==> src/rtl/shift_exec_stage_pkg.sv <==
// Shared definitions for the execute-stage shift unit: op encodings, widths,
// the stage-1 payload layout and the bit-reversal helper.
package shift_exec_stage_pkg;

  localparam int unsigned DATA_WIDTH  = 32;
  localparam int unsigned SHAMT_WIDTH = 5;

  typedef enum logic [1:0] {
    SHIFT_OP_SLL  = 2'b00,
    SHIFT_OP_SRL  = 2'b01,
    SHIFT_OP_SRA  = 2'b10,
    SHIFT_OP_RSVD = 2'b11
  } shift_op_e;

  typedef struct packed {
    logic [DATA_WIDTH-1:0]  operand;
    logic [SHAMT_WIDTH-1:0] shamt;
    shift_op_e              op;
  } s1_payload_t;

  function automatic logic [DATA_WIDTH-1:0] bit_rev(input logic [DATA_WIDTH-1:0] v);
    logic [DATA_WIDTH-1:0] r;
    r = '0;
    for (int unsigned i = 0; i < DATA_WIDTH; i++) begin
      r[i] = v[DATA_WIDTH-1-i];
    end
    return r;
  endfunction

endpackage

==> src/rtl/shift_exec_stage_if.sv <==
// Upstream (decode/regfile) and downstream (X/M latch) valid/ready bundle.
interface shift_exec_stage_if #(
  parameter int unsigned TAG_WIDTH = 5
);
  import shift_exec_stage_pkg::*;

  logic                   in_valid;
  logic                   in_ready;
  logic [DATA_WIDTH-1:0]  in_operand;
  logic [SHAMT_WIDTH-1:0] in_shamt;
  logic [1:0]             in_op;
  logic [TAG_WIDTH-1:0]   in_tag;

  logic                   out_valid;
  logic                   out_ready;
  logic [DATA_WIDTH-1:0]  out_result;
  logic [TAG_WIDTH-1:0]   out_tag;

  modport slave (
    input  in_valid, in_operand, in_shamt, in_op, in_tag, out_ready,
    output in_ready, out_valid, out_result, out_tag
  );

  modport master (
    output in_valid, in_operand, in_shamt, in_op, in_tag, out_ready,
    input  in_ready, out_valid, out_result, out_tag
  );

endinterface

==> src/rtl/shift_exec_stage_barrel.sv <==
// 32-bit logarithmic barrel left shifter (zero fill), one mux rank per shamt bit.
module barrel_shift_left32
  import shift_exec_stage_pkg::*;
(
  input  logic [DATA_WIDTH-1:0]  data_i,
  input  logic [SHAMT_WIDTH-1:0] shamt_i,
  output logic [DATA_WIDTH-1:0]  data_o
);

  logic [DATA_WIDTH-1:0] stage;

  always_comb begin
    stage = data_i;
    for (int unsigned i = 0; i < SHAMT_WIDTH; i++) begin
      if (shamt_i[i]) begin
        stage = stage << (1 << i);
      end
    end
    data_o = stage;
  end

endmodule

==> src/rtl/shift_exec_stage_conditioner.sv <==
// Builds SLL/SRL/SRA from the left-only barrel shifter by reversing bits around
// it; a second shifter instance generates the sign-fill mask for SRA.
module shift_operand_conditioner
  import shift_exec_stage_pkg::*;
(
  input  shift_op_e              op_i,
  input  logic [DATA_WIDTH-1:0]  operand_i,
  input  logic [SHAMT_WIDTH-1:0] shamt_i,
  output logic [DATA_WIDTH-1:0]  result_o
);

  logic                  right_shift;
  logic [DATA_WIDTH-1:0] data_in;
  logic [DATA_WIDTH-1:0] data_shl;
  logic [DATA_WIDTH-1:0] mask_shl;
  logic [DATA_WIDTH-1:0] shifted;
  logic [DATA_WIDTH-1:0] fill;

  assign right_shift = (op_i == SHIFT_OP_SRL) || (op_i == SHIFT_OP_SRA);
  assign data_in     = right_shift ? bit_rev(operand_i) : operand_i;

  barrel_shift_left32 u_data_shl (
    .data_i  (data_in),
    .shamt_i (shamt_i),
    .data_o  (data_shl)
  );

  barrel_shift_left32 u_mask_shl (
    .data_i  ('1),
    .shamt_i (shamt_i),
    .data_o  (mask_shl)
  );

  // Reversed-and-inverted mask marks exactly the top shamt bits vacated by SRL.
  always_comb begin
    shifted = right_shift ? bit_rev(data_shl) : data_shl;
    fill    = '0;
    if ((op_i == SHIFT_OP_SRA) && operand_i[DATA_WIDTH-1]) begin
      fill = ~bit_rev(mask_shl);
    end
    result_o = shifted | fill;
  end

endmodule

==> src/rtl/shift_exec_stage.sv <==
// Two-stage valid/ready execute shift stage: operand latch, shift, result latch.
// Flush clears both valid bits and drops any op offered in the same cycle.
module shift_exec_stage
  import shift_exec_stage_pkg::*;
#(
  parameter int unsigned TAG_WIDTH = 5
) (
  input  logic                 clock,
  input  logic                 reset_n,
  input  logic                 flush,
  shift_exec_stage_if.slave    bus
);

  s1_payload_t           s1_pay_q,    s1_pay_d;
  logic [TAG_WIDTH-1:0]  s1_tag_q,    s1_tag_d;
  logic                  s1_valid_q,  s1_valid_d;
  logic [DATA_WIDTH-1:0] s2_result_q, s2_result_d;
  logic [TAG_WIDTH-1:0]  s2_tag_q,    s2_tag_d;
  logic                  s2_valid_q,  s2_valid_d;

  logic                  s2_advance;
  logic                  s1_advance;
  logic                  in_ready;
  logic [DATA_WIDTH-1:0] s1_result;

  shift_operand_conditioner u_cond (
    .op_i      (s1_pay_q.op),
    .operand_i (s1_pay_q.operand),
    .shamt_i   (s1_pay_q.shamt),
    .result_o  (s1_result)
  );

  assign s2_advance = !s2_valid_q || bus.out_ready;
  assign s1_advance = s2_advance;
  assign in_ready   = !s1_valid_q || s1_advance;

  always_comb begin
    s1_pay_d    = s1_pay_q;
    s1_tag_d    = s1_tag_q;
    s1_valid_d  = s1_valid_q;
    s2_result_d = s2_result_q;
    s2_tag_d    = s2_tag_q;
    s2_valid_d  = s2_valid_q;

    if (in_ready) begin
      s1_valid_d = bus.in_valid;
      if (bus.in_valid) begin
        s1_pay_d.operand = bus.in_operand;
        s1_pay_d.shamt   = bus.in_shamt;
        s1_pay_d.op      = shift_op_e'(bus.in_op);
        s1_tag_d         = bus.in_tag;
      end
    end

    if (s1_advance) begin
      s2_result_d = s1_result;
      s2_tag_d    = s1_tag_q;
      s2_valid_d  = s1_valid_q;
    end

    // Flush only kills valid bits; data regs follow their normal enables.
    if (flush) begin
      s1_valid_d = 1'b0;
      s2_valid_d = 1'b0;
    end
  end

  always_ff @(posedge clock or negedge reset_n) begin
    if (!reset_n) begin
      s1_pay_q    <= '0;
      s1_tag_q    <= '0;
      s1_valid_q  <= 1'b0;
      s2_result_q <= '0;
      s2_tag_q    <= '0;
      s2_valid_q  <= 1'b0;
    end else begin
      s1_pay_q    <= s1_pay_d;
      s1_tag_q    <= s1_tag_d;
      s1_valid_q  <= s1_valid_d;
      s2_result_q <= s2_result_d;
      s2_tag_q    <= s2_tag_d;
      s2_valid_q  <= s2_valid_d;
    end
  end

  assign bus.in_ready   = in_ready;
  assign bus.out_valid  = s2_valid_q;
  assign bus.out_result = s2_result_q;
  assign bus.out_tag    = s2_tag_q;

endmodule

==> src/flat_wrapper.sv <==
// flat-port wrapper written by rule: the top's interface ports become plain ports
module shift_exec_stage_flat import shift_exec_stage_pkg::*;
#(
  parameter int unsigned TAG_WIDTH = 5
)
  (clock, reset_n, flush, bus_in_valid, bus_in_operand, bus_in_shamt, bus_in_op, bus_in_tag, bus_out_ready, bus_in_ready, bus_out_valid, bus_out_result, bus_out_tag);
  shift_exec_stage_if #(.TAG_WIDTH(TAG_WIDTH)) bus_i ();
  input  logic clock;
  input  logic reset_n;
  input  logic flush;
  input wire logic [$bits(bus_i.in_valid)-1:0] bus_in_valid;
  input wire logic [$bits(bus_i.in_operand)-1:0] bus_in_operand;
  input wire logic [$bits(bus_i.in_shamt)-1:0] bus_in_shamt;
  input wire logic [$bits(bus_i.in_op)-1:0] bus_in_op;
  input wire logic [$bits(bus_i.in_tag)-1:0] bus_in_tag;
  input wire logic [$bits(bus_i.out_ready)-1:0] bus_out_ready;
  output wire logic [$bits(bus_i.in_ready)-1:0] bus_in_ready;
  output wire logic [$bits(bus_i.out_valid)-1:0] bus_out_valid;
  output wire logic [$bits(bus_i.out_result)-1:0] bus_out_result;
  output wire logic [$bits(bus_i.out_tag)-1:0] bus_out_tag;
  assign bus_i.in_valid = bus_in_valid;
  assign bus_i.in_operand = bus_in_operand;
  assign bus_i.in_shamt = bus_in_shamt;
  assign bus_i.in_op = bus_in_op;
  assign bus_i.in_tag = bus_in_tag;
  assign bus_i.out_ready = bus_out_ready;
  assign bus_in_ready = bus_i.in_ready;
  assign bus_out_valid = bus_i.out_valid;
  assign bus_out_result = bus_i.out_result;
  assign bus_out_tag = bus_i.out_tag;
  shift_exec_stage #(.TAG_WIDTH(TAG_WIDTH)) u_core (.clock(clock), .reset_n(reset_n), .flush(flush), .bus(bus_i));
endmodule
==> config.mk <==
export PLATFORM = sky130hd
export DESIGN_NAME = shift_exec_stage_flat
export DESIGN_NICKNAME = d
export VERILOG_FILES = /design/src/rtl/shift_exec_stage_pkg.sv /design/src/rtl/shift_exec_stage_if.sv /design/src/rtl/shift_exec_stage_barrel.sv /design/src/rtl/shift_exec_stage_conditioner.sv /design/src/rtl/shift_exec_stage.sv /design/src/flat_wrapper.sv
export SDC_FILE = /design/constraint.sdc
export NUM_CORES = 1
export LEC_CHECK = 0
export ABC_AREA = 1
export BUFFER_PORTS_ARGS = -buffer_cell sky130_fd_sc_hd__buf_2
export CELL_PAD_IN_SITES_DETAIL_PLACEMENT = 0
export CELL_PAD_IN_SITES_GLOBAL_PLACEMENT = 1
export CORE_ASPECT_RATIO = 1.25
export CORE_MARGIN = 3
export CORE_UTILIZATION = 45
export DETAILED_ROUTE_END_ITERATION = 8
export PLACE_DENSITY_LB_ADDON = 0.1
export RECOVER_POWER = 100
export SETUP_SLACK_MARGIN = 0.05
export SYNTH_ARGS = -nofsm -noshare
export SYNTH_HDL_FRONTEND = slang
export SYNTH_SLANG_ARGS = --single-unit
export TNS_END_PERCENT = 100
==> constraint.sdc <==
create_clock -name clock -period 2.98 [get_ports clock]
set_clock_uncertainty 0.1 [all_clocks]
set_input_delay 0.596 -clock clock [delete_from_list [all_inputs] [get_ports clock]]
set_output_delay 0.596 -clock clock [all_outputs]
set_load 0.02 [all_outputs]
==> results of run 1 <==
[worst max path at each step]
stage	slack (ns)	startpoint	end	cells past startpoint
6_report	0.41	u_core.s1_pay_q[0]$_DFFE_PN0P_	u_core.bus.out_result[27]$_DFFE_PN0P_	13
5_1_grt	0.12	u_core.s1_pay_q[0]$_DFFE_PN0P_	u_core.bus.out_result[26]$_DFFE_PN0P_	13
4_1_cts	0.41	u_core.s1_pay_q[0]$_DFFE_PN0P_	u_core.bus.out_result[27]$_DFFE_PN0P_	13
3_5_place_dp	0.43	u_core.s1_pay_q[0]$_DFFE_PN0P_	u_core.bus.out_result[27]$_DFFE_PN0P_	13
3_3_place_gp	0.48	u_core.s1_pay_q[0]$_DFFE_PN0P_	u_core.bus.out_result[27]$_DFFE_PN0P_	13
2_1_floorplan	0.94	bus_out_ready	u_core.s1_pay_q[11]$_DFFE_PN0P_	5
[state kept, by name, indices dropped and copies added (netlist names)]
register	cells
u_core.s1_pay_q	39
u_core.bus.out_valid	1
u_core.bus.out_tag	5
u_core.s1_valid_q	1
u_core.bus.out_result	32
u_core.s1_tag_q	5
[synthesized netlist by cell type]
master	instances	area, µm²
o31a_1	1	8.76
o21ai_1	1	5.00
mux2_2	35	394
nor2_4	1	11.3
buf_1	4	15.0
o211ai_1	1	7.51
nand3_1	235	1180
or2_2	16	100
nand2_2	10	62.6
a31oi_1	6	37.5
inv_2	4	15.0
nand4_1	9	56.3
o21bai_1	1	7.51
ha_1	1	12.5
clkinv_1	1	3.75
nand2_1	231	867
nor3_1	2	10.0
dfrtp_1	83	2080
nand3b_1	3	22.5
nor2_2	5	31.3
buf_8	1	15.0
inv_1	52	195
buf_6	3	33.8
a21oi_2	3	26.3
nor2_1	44	165
buf_4	2	15.0
buf_2	29	145
a21oi_1	37	185
o21ai_0	11	55.1
nand3_2	10	100
clkbuf_1	13	48.8
o311ai_0	1	8.76
[where the power goes]
group	switching, mW	internal [mW]	total, mW
combinational	1.21	0.511	1.72
sequential	0.125	1.32	1.44
clock	0.504	0.833	1.34
total	1.84	2.66	4.50
[cell type report]
cell class	count	area share, %
clock inverter	7	1.97
multi-input combinational	664	49.4
sequential	83	30.8
clock buffer	9	3.34
tap	168	3.11
timing repair buffer	108	8.19
inverter	57	3.17
[cells by family after synthesis]
kind of cell	synth area share, %
fa+ha+maj	0.212
buf+inv	8.23
flops	35.1
mux	6.66
simple gates	44.0
compound gates	5.78
[worst max-delay path, stage by stage, from the launching register on]
cell	delay, ns
dfrtp_1	0.36
inv_1	0.07
ha_2	0.28
inv_2	0.38
nand2_1	0.19
nand3_2	0.11
nand3_1	0.15
nand3_1	0.19
nand2_1	0.10
nand2_1	0.11
nand3_1	0.08
nand2_1	0.16
nand2_1	0.07
a21oi_1	0.15
[layer usage]
metal | vias up | track usage (%) | wire [µm]
met1 | 2884 | 36.4 | 8090
li1 | 3000 | - | -
met3 | 52 | 5.15 | 1170
met4 | 0 | 12.1 | 845
met2 | 239 | 45.8 | 9620
met5 | - | 0 | 0
[stage by stage]
step                std cells  util, %
detailed placement       1080     50.6
finish                   1096     52.8
global route             1096     52.8
CTS                      1096     53.4
global placement         1080     50.6
floorplan                 856        -
==> results by group, run 1 <==
Clocking
  – Hold-fix buffers, CTS: 0
  – Num Clock Sinks: 83
  – H-tree levels: 3
  – Root Driver: clkbuf_16
  – Clock slew seen by the registers of the worst setup and hold paths: 0.07 ns
  – Post-CTS setup buffer count: 0
  – CTS Buf Count: 9
  – Clk buf depth: 2
  – CTS tree: yes
  – Clk_lat worst skew: 0.35 ns
  – Cts repair resizes: 0

Detailed routing
  – WL per Instance: 18.0 µm
  – DRT iter0 DRCs: between 400 and 500
  – Drt drc: 0
  – Routed Antenna Nets: 0
  – Final wirelength: 19700 µm
  – TritonRoute pass-1 iters: 5
  – Total number of vias: 6175
  – Mean number of vias per cell: 5.63

GRT
  – Vias in the first global route: ~5900
  – Initial antenna violation count: 0
  – Gr ovfl total: 0
  – Largest net degree at the start of global routing: between 80 and 90
  – Total GRT Usage: ~28%
  – First-pass GRT wire length: 31700 µm

Timing
  – Setup TNS: 0 ns
  – Slew @ Worst Pin: between 2 and 2.5 ns
  – Final worst path period share: between 80% and 90%
  – Relative slew slack: -36.4%
  – Final Setup Violations: 0
  – Final number of max-transition violations: 84
  – WHS: about 0.30 ns
  – Crit path time final: 2.57 ns
  – RSZ-0062 raised after global routing: no
  – Max frequency: 389 MHz
  – Final Hold Fails: 0
  – Post-route setup slack: 0.411 ns

Critical path
  – Worst reg-to-reg path cell count: 13
  – R2R setup slack: approximately 0.4 ns
  – Critical path class: register to register
  – Reg2Reg Launch Point: u_core.s1_pay_q[0]$_DFFE_PN0P_
  – R2R Path End: u_core.bus.out_result[27]$_DFFE_PN0P_
  – Arr. time, crit path: 2.75 ns
  – Crit. End Element: register
  – CP required: 3.16 ns
  – CP startpoint kind: register
  – Max FO, Critical Path: 32

Worst hold path
  – Worst hold start: flush
  – HP Class: input pin to register
  – Hold Path Depth: 2
  – Worst Hold Path EP: u_core.bus.out_valid$_DFFE_PN0P_

Synth
  – Avg Inst Size Synth: 6.91 µm²
  – Cells after Synth: 856
  – Synth Register Bits: 83
  – Synth Net Count: 906
  – Synth unique cells: 32
  – Mapped cell area: ~5900 µm²
  – Part of the Yosys area used for sequential elements: 35.1%
  – Synth Warn #: 0

Finish
  – Fin nets: between 900 and 1000
  – Share of layout cells above drive strength 1: 17.7%
  – ANT cells: 0
  – P&R area growth vs syn: 14.1%
  – Post-route cell area: 6750 µm²
  – Area occupied by multi-input gates: 3340 µm²
  – Register area: 2080 µm²
  – Most common cell after layout, fill and taps aside: nand3_1
  – FILL cells: around 1400
  – Most frequent cells in the layout: nand3_1, nand2_1, dfrtp_1, inv_1, buf_2

Place
  – Final GP Congestion: ~0.96
  – Port bufs: 87
  – Post-DP Area: about 6500 µm²
  – Pre-CTS setup slack: 0.432 ns
  – Final HPWL DP: 14900 µm

Outcome
  – Outcome: finished with violations
  – Failing checks: max-capacitance violations, max-slew violations

Floorplan
  – Die X: 109 µm
  – Row cnt: 46
  – Initial Util: roughly 46%
  – Die Area: 14600 µm²
  – Ports: 88
  – Die Y: 134 µm
  – Core area: 12800 µm²

Power and ir drop
  – Max IR drop VDD: 0.361 mV
  – Total power: 4.50 mW
  – PwrDens: approximately 670 nW/µm²
  – P_leak: around 3.4 nW

Job
  – Maxcap violations: 1
No activity file was read; power rests on OpenSTA's default activity.
==> run 2: changes to the inputs <==
--- a/config.mk
+++ b/config.mk
@@ -5,13 +5,12 @@
 export SDC_FILE = /design/constraint.sdc
 export NUM_CORES = 1
 export LEC_CHECK = 0
-export ABC_AREA = 1
 export BUFFER_PORTS_ARGS = -buffer_cell sky130_fd_sc_hd__buf_2
 export CELL_PAD_IN_SITES_DETAIL_PLACEMENT = 0
 export CELL_PAD_IN_SITES_GLOBAL_PLACEMENT = 1
 export CORE_ASPECT_RATIO = 1.25
 export CORE_MARGIN = 3
-export CORE_UTILIZATION = 45
+export CORE_UTILIZATION = 49
 export DETAILED_ROUTE_END_ITERATION = 8
 export PLACE_DENSITY_LB_ADDON = 0.1
 export RECOVER_POWER = 100
==> run 2 against run 1 <==
  * The flow finishes with violations (negative setup slack)
  * Wire length rose by 21%
  * Synthesized cell count fell by 21%
  * Total power rose by 21%
  * Via count rose by 5.3%
  * Sequential cell count did not move
  * Sequential power rose by 9.7%
  * Worst hold slack improved by 0.0057 ns
  * Critical path depth fell by 3
  * Non-clock buffer count rose by 66
  * Utilization rose by 9.7 points
  * Highest routed layer unchanged
==> results by group, run 2 <==
GRT
  – Grt met1 use: 40.6% (+4.2 points)
  – Met3 GRT Util: 5.63% (+0.48 points)
  – GR Layer Usage met2: 52.9% (+7.1 points)
  – Gr ovfl total: 0 (unchanged)
  – First-pass GRT wire length: 36100 µm (+14%)
  – Initial antenna violation count: 0 (unchanged)
  – Top Usage Layer GRT: met2
  – Vias in the first global route: 6318 (+6.2%)
  – Largest net degree at the start of global routing: 49 (-42%)
  – Total GRT Usage: 32.7% (+4.6 points)

Detailed routing
  – WL per Instance: 24.5 µm (+36%)
  – Drt drc: 0 (unchanged)
  – DRT iter0 DRCs: 600 (+46%)
  – TritonRoute pass-1 iters: 5 (unchanged)
  – Routed Antenna Nets: 0 (unchanged)
  – Mean number of vias per cell: 6.65 (+18%)
  – Final wirelength: 23900 µm (+21%)
  – Total number of vias: 6500 (+5.3%)

Power and ir drop
  – Net Sw Frac: 41.1% (+0.30 points)
  – Total power: 5.44 mW (+21%)
  – Internal Dissipation: 3.21 mW (+20%)
  – P_leak: 3.33 nW (-0.86%)
  – PwrDens: 684 nW/µm² (+2.7%)
  – Comb power frac: 49.5% (+11 points)
  – Max IR drop VDD: 0.400 mV (+11%)
  – Sequential Power Share: 29.0% (-3.1 points)
  – Clock power frac: 21.5% (-8.2 points)
  – Switching power: 2.24 mW (+22%)

Floorplan
  – Die Area: 14500 µm² (-0.59%)
  – Die Y: 134 µm (-0.30%)
  – Row cnt: 46 (unchanged)
  – Ports: 88 (unchanged)
  – Core area: 12700 µm² (-0.45%)
  – Initial Util: 50.3% (+4.0 points)
  – Die X: 108 µm (-0.29%)

Clocking
  – Root Driver: clkbuf_16
  – Num Clock Sinks: 83 (unchanged)
  – Clk buf depth: 2 (unchanged)
  – Clk_lat worst skew: 0.35 ns (about the same)
  – CTS Buf Count: 9 (unchanged)
  – Clock slew seen by the registers of the worst setup and hold paths: 0.07 ns (about the same)
  – CTS tree: yes
  – H-tree levels: 3 (unchanged)

Synth
  – Synth top area share: 32.5% (-2.7 points)
  – Synth area leaders: dfrtp_1, mux4_2, mux2_2
  – Post-synth EDFFs: 0 (unchanged)
  – Synth Net Count: 725 (-20%)
  – Avg Inst Size Synth: 9.48 µm² (+37%)
  – Leading area contributor after synthesis: dfrtp_1
  – Synth Register Bits: 83 (unchanged)
  – Mapped cell area: 6400 µm² (+8.2%)
  – Top cells by count, synth: dfrtp_1, nor2_1, mux2_2
  – Synth unique cells: 66 (+110%)
  – Cells after Synth: 675 (-21%)
  – Async SR Flop Fraction: 100% (unchanged)
  – Synth Warn #: 0 (unchanged)
  – Count leader, synth: dfrtp_1
  – Main synth FF type: dfrtp_1
  – Part of the Yosys area used for sequential elements: 32.5% (-2.7 points)

Critical path
  – Crit. End Element: register
  – Arr. time, crit path: 3.14 ns (+0.39 ns)
  – CP startpoint kind: register
  – Critical path class: register to register
  – CP required: 3.11 ns (-0.05 ns)
  – Max FO, Critical Path: 7 (-78%)

Timing
  – RSZ-0062 raised after global routing: yes
  – Crit path time final: 3.01 ns (+0.438 ns)
  – Relative slew slack: 21.2% (+58 points)
  – Max frequency: 333 MHz (-15%)
  – Final worst path period share: 101% (+15 points)
  – Final number of max-transition violations: 0 (-100%)
  – Slew @ Worst Pin: 1.18 ns (-0.864 ns)
  – Post-route setup slack: -0.0264 ns (-0.438 ns)
  – Final Hold Fails: 0 (unchanged)
  – Final Setup Violations: 1 (+1)

Place
  – Final HPWL DP: 18100 µm (+21%)
  – Placed Cells: 950 (-12%)
  – Port bufs: 87 (unchanged)
  – Final GP Congestion: 0.984 (+2.3%)
  – Post-DP Area: 7400 µm² (+14%)

Worst hold path
  – HP Class: input pin to register

Finish
  – Reg with most FFs: u_core.s1_pay_q
  – P&R area growth vs syn: 24.3%
  – Fin nets: 854 (-12%)
  – Most frequent cells in the layout: dfrtp_1, buf_4, nor2_1, nand2_1, mux2_2
  – Layout Cells excl Fill: 977 (-11%)
  – ANT cells: 0 (unchanged)
  – Post-route cell area: 7960 µm² (+18%)
  – Share of layout cells above drive strength 1: 34.9% (+17 points)
  – Most common cell after layout, fill and taps aside: dfrtp_1
  – Largest register FFs: 39 (unchanged)

Job
  – Maxcap violations: 0 (-1)

Outcome
  – Outcome: finished with violations
  – Failing checks: negative setup slack
-- run 2: changes by cell type in the layout (fill, tap and decap cells not counted), sizes merged, moves of 26 or more --
| cell | before | now |
|---|---|---|
| nand3 | 245 | 9 |
| mux2 | 35 | 61 |
| nor2 | 50 | 76 |
| buf | 67 | 129 |
| o21ai | 12 | 40 |
| nand2 | 241 | 59 |
| inv | 58 | 9 |
| mux4 | 0 | 34 |
| mux2i | 0 | 28 |
-- run 2: stage by stage --
step | setup WS [ns] | util (%) | TNS [ns] | hold WS (ns)
final | -0.0264 | 62.5 | -0.0264 | 0.308
after global routing | -0.0735 | 62.5 | -0.456 | 0.304
after CTS | 0.0418 | 61.1 | 0 | 0.182
after detailed placement | -0.0736 | 58.2 | -0.523 | 0.353
after global placement | -0.107 | 58.2 | -0.414 | 0.344
after floorplan | 0.118 | - | 0 | 0.200
-- run 2: cell type report --
| class | instances | area (µm²) |
|---|---|---|
| fill | 1169 | 4760 |
| multi-input combinational | 529 | 4200 |
| sequential | 83 | 2080 |
| timing repair buffer | 174 | 1130 |
| clock buffer | 9 | 225 |
| tap | 168 | 210 |
| clock inverter | 7 | 83.8 |
| inverter | 7 | 26.3 |
-- run 2: logic make-up after synthesis --
logic type      synth area share (%)
flops                           32.5
mux                             27.1
fa+ha+maj                      0.195
xor+xnor                       0.137
buf+inv                         4.52
simple gates                    14.6
compound gates                  21.0
-- run 2: layer usage --
metal	wire, µm	vias up
met4	1610	0
met5	0	-
met1	8650	3146
met2	11700	406
li1	-	2846
met3	2000	102
-- run 2: worst paths after layout --
path	start	to	slack, ns	cells past startpoint
setup / recovery	u_core.s1_pay_q[1]$_DFFE_PN0P_	u_core.bus.out_result[2]$_DFFE_PN0P_	-0.03	10
setup reg to reg	u_core.s1_pay_q[1]$_DFFE_PN0P_	u_core.bus.out_result[2]$_DFFE_PN0P_	-0.03	10
min in group asynchronous	reset_n	u_core.bus.out_result[18]$_DFFE_PN0P_	0.37	1
hold / removal	flush	u_core.s1_valid_q$_DFFE_PN0P_	0.31	2
max in group asynchronous	reset_n	u_core.s1_pay_q[9]$_DFFE_PN0P_	0.90	2
hold reg to reg	u_core.bus.out_tag[2]$_DFFE_PN0P_	u_core.bus.out_tag[2]$_DFFE_PN0P_	0.37	2
-- run 2: power by group through the flow --
stage               clock network, mW  logic, mW  registers, mW
floorplan                           0       1.40           1.70
global placement                    0       2.46           1.57
detailed placement                  0       2.48           1.58
CTS                              1.18       2.53           1.56
global route                     1.24       2.85           1.60
finish                           1.17       2.70           1.58
-- run 2: what timing repair did --
item                                    in CTS  in global routing
buffers inserted                             2                  7
hold buffers                                 0                  0
gates cloned                                 0                  2
resized for setup                            6                 36
pin swaps                                    2                 13
endpoints found under the setup margin      26                 27
-- run 2: critical path, stage by stage (launching register included) --
cell      delay, ns
dfrtp_1        0.41
ha_4           0.35
buf_12         0.15
buf_16         0.13
buf_12         0.10
mux4_2         0.52
mux4_2         0.50
a21oi_2        0.17
o31a_1         0.23
a211oi_2       0.05
o22a_1         0.17
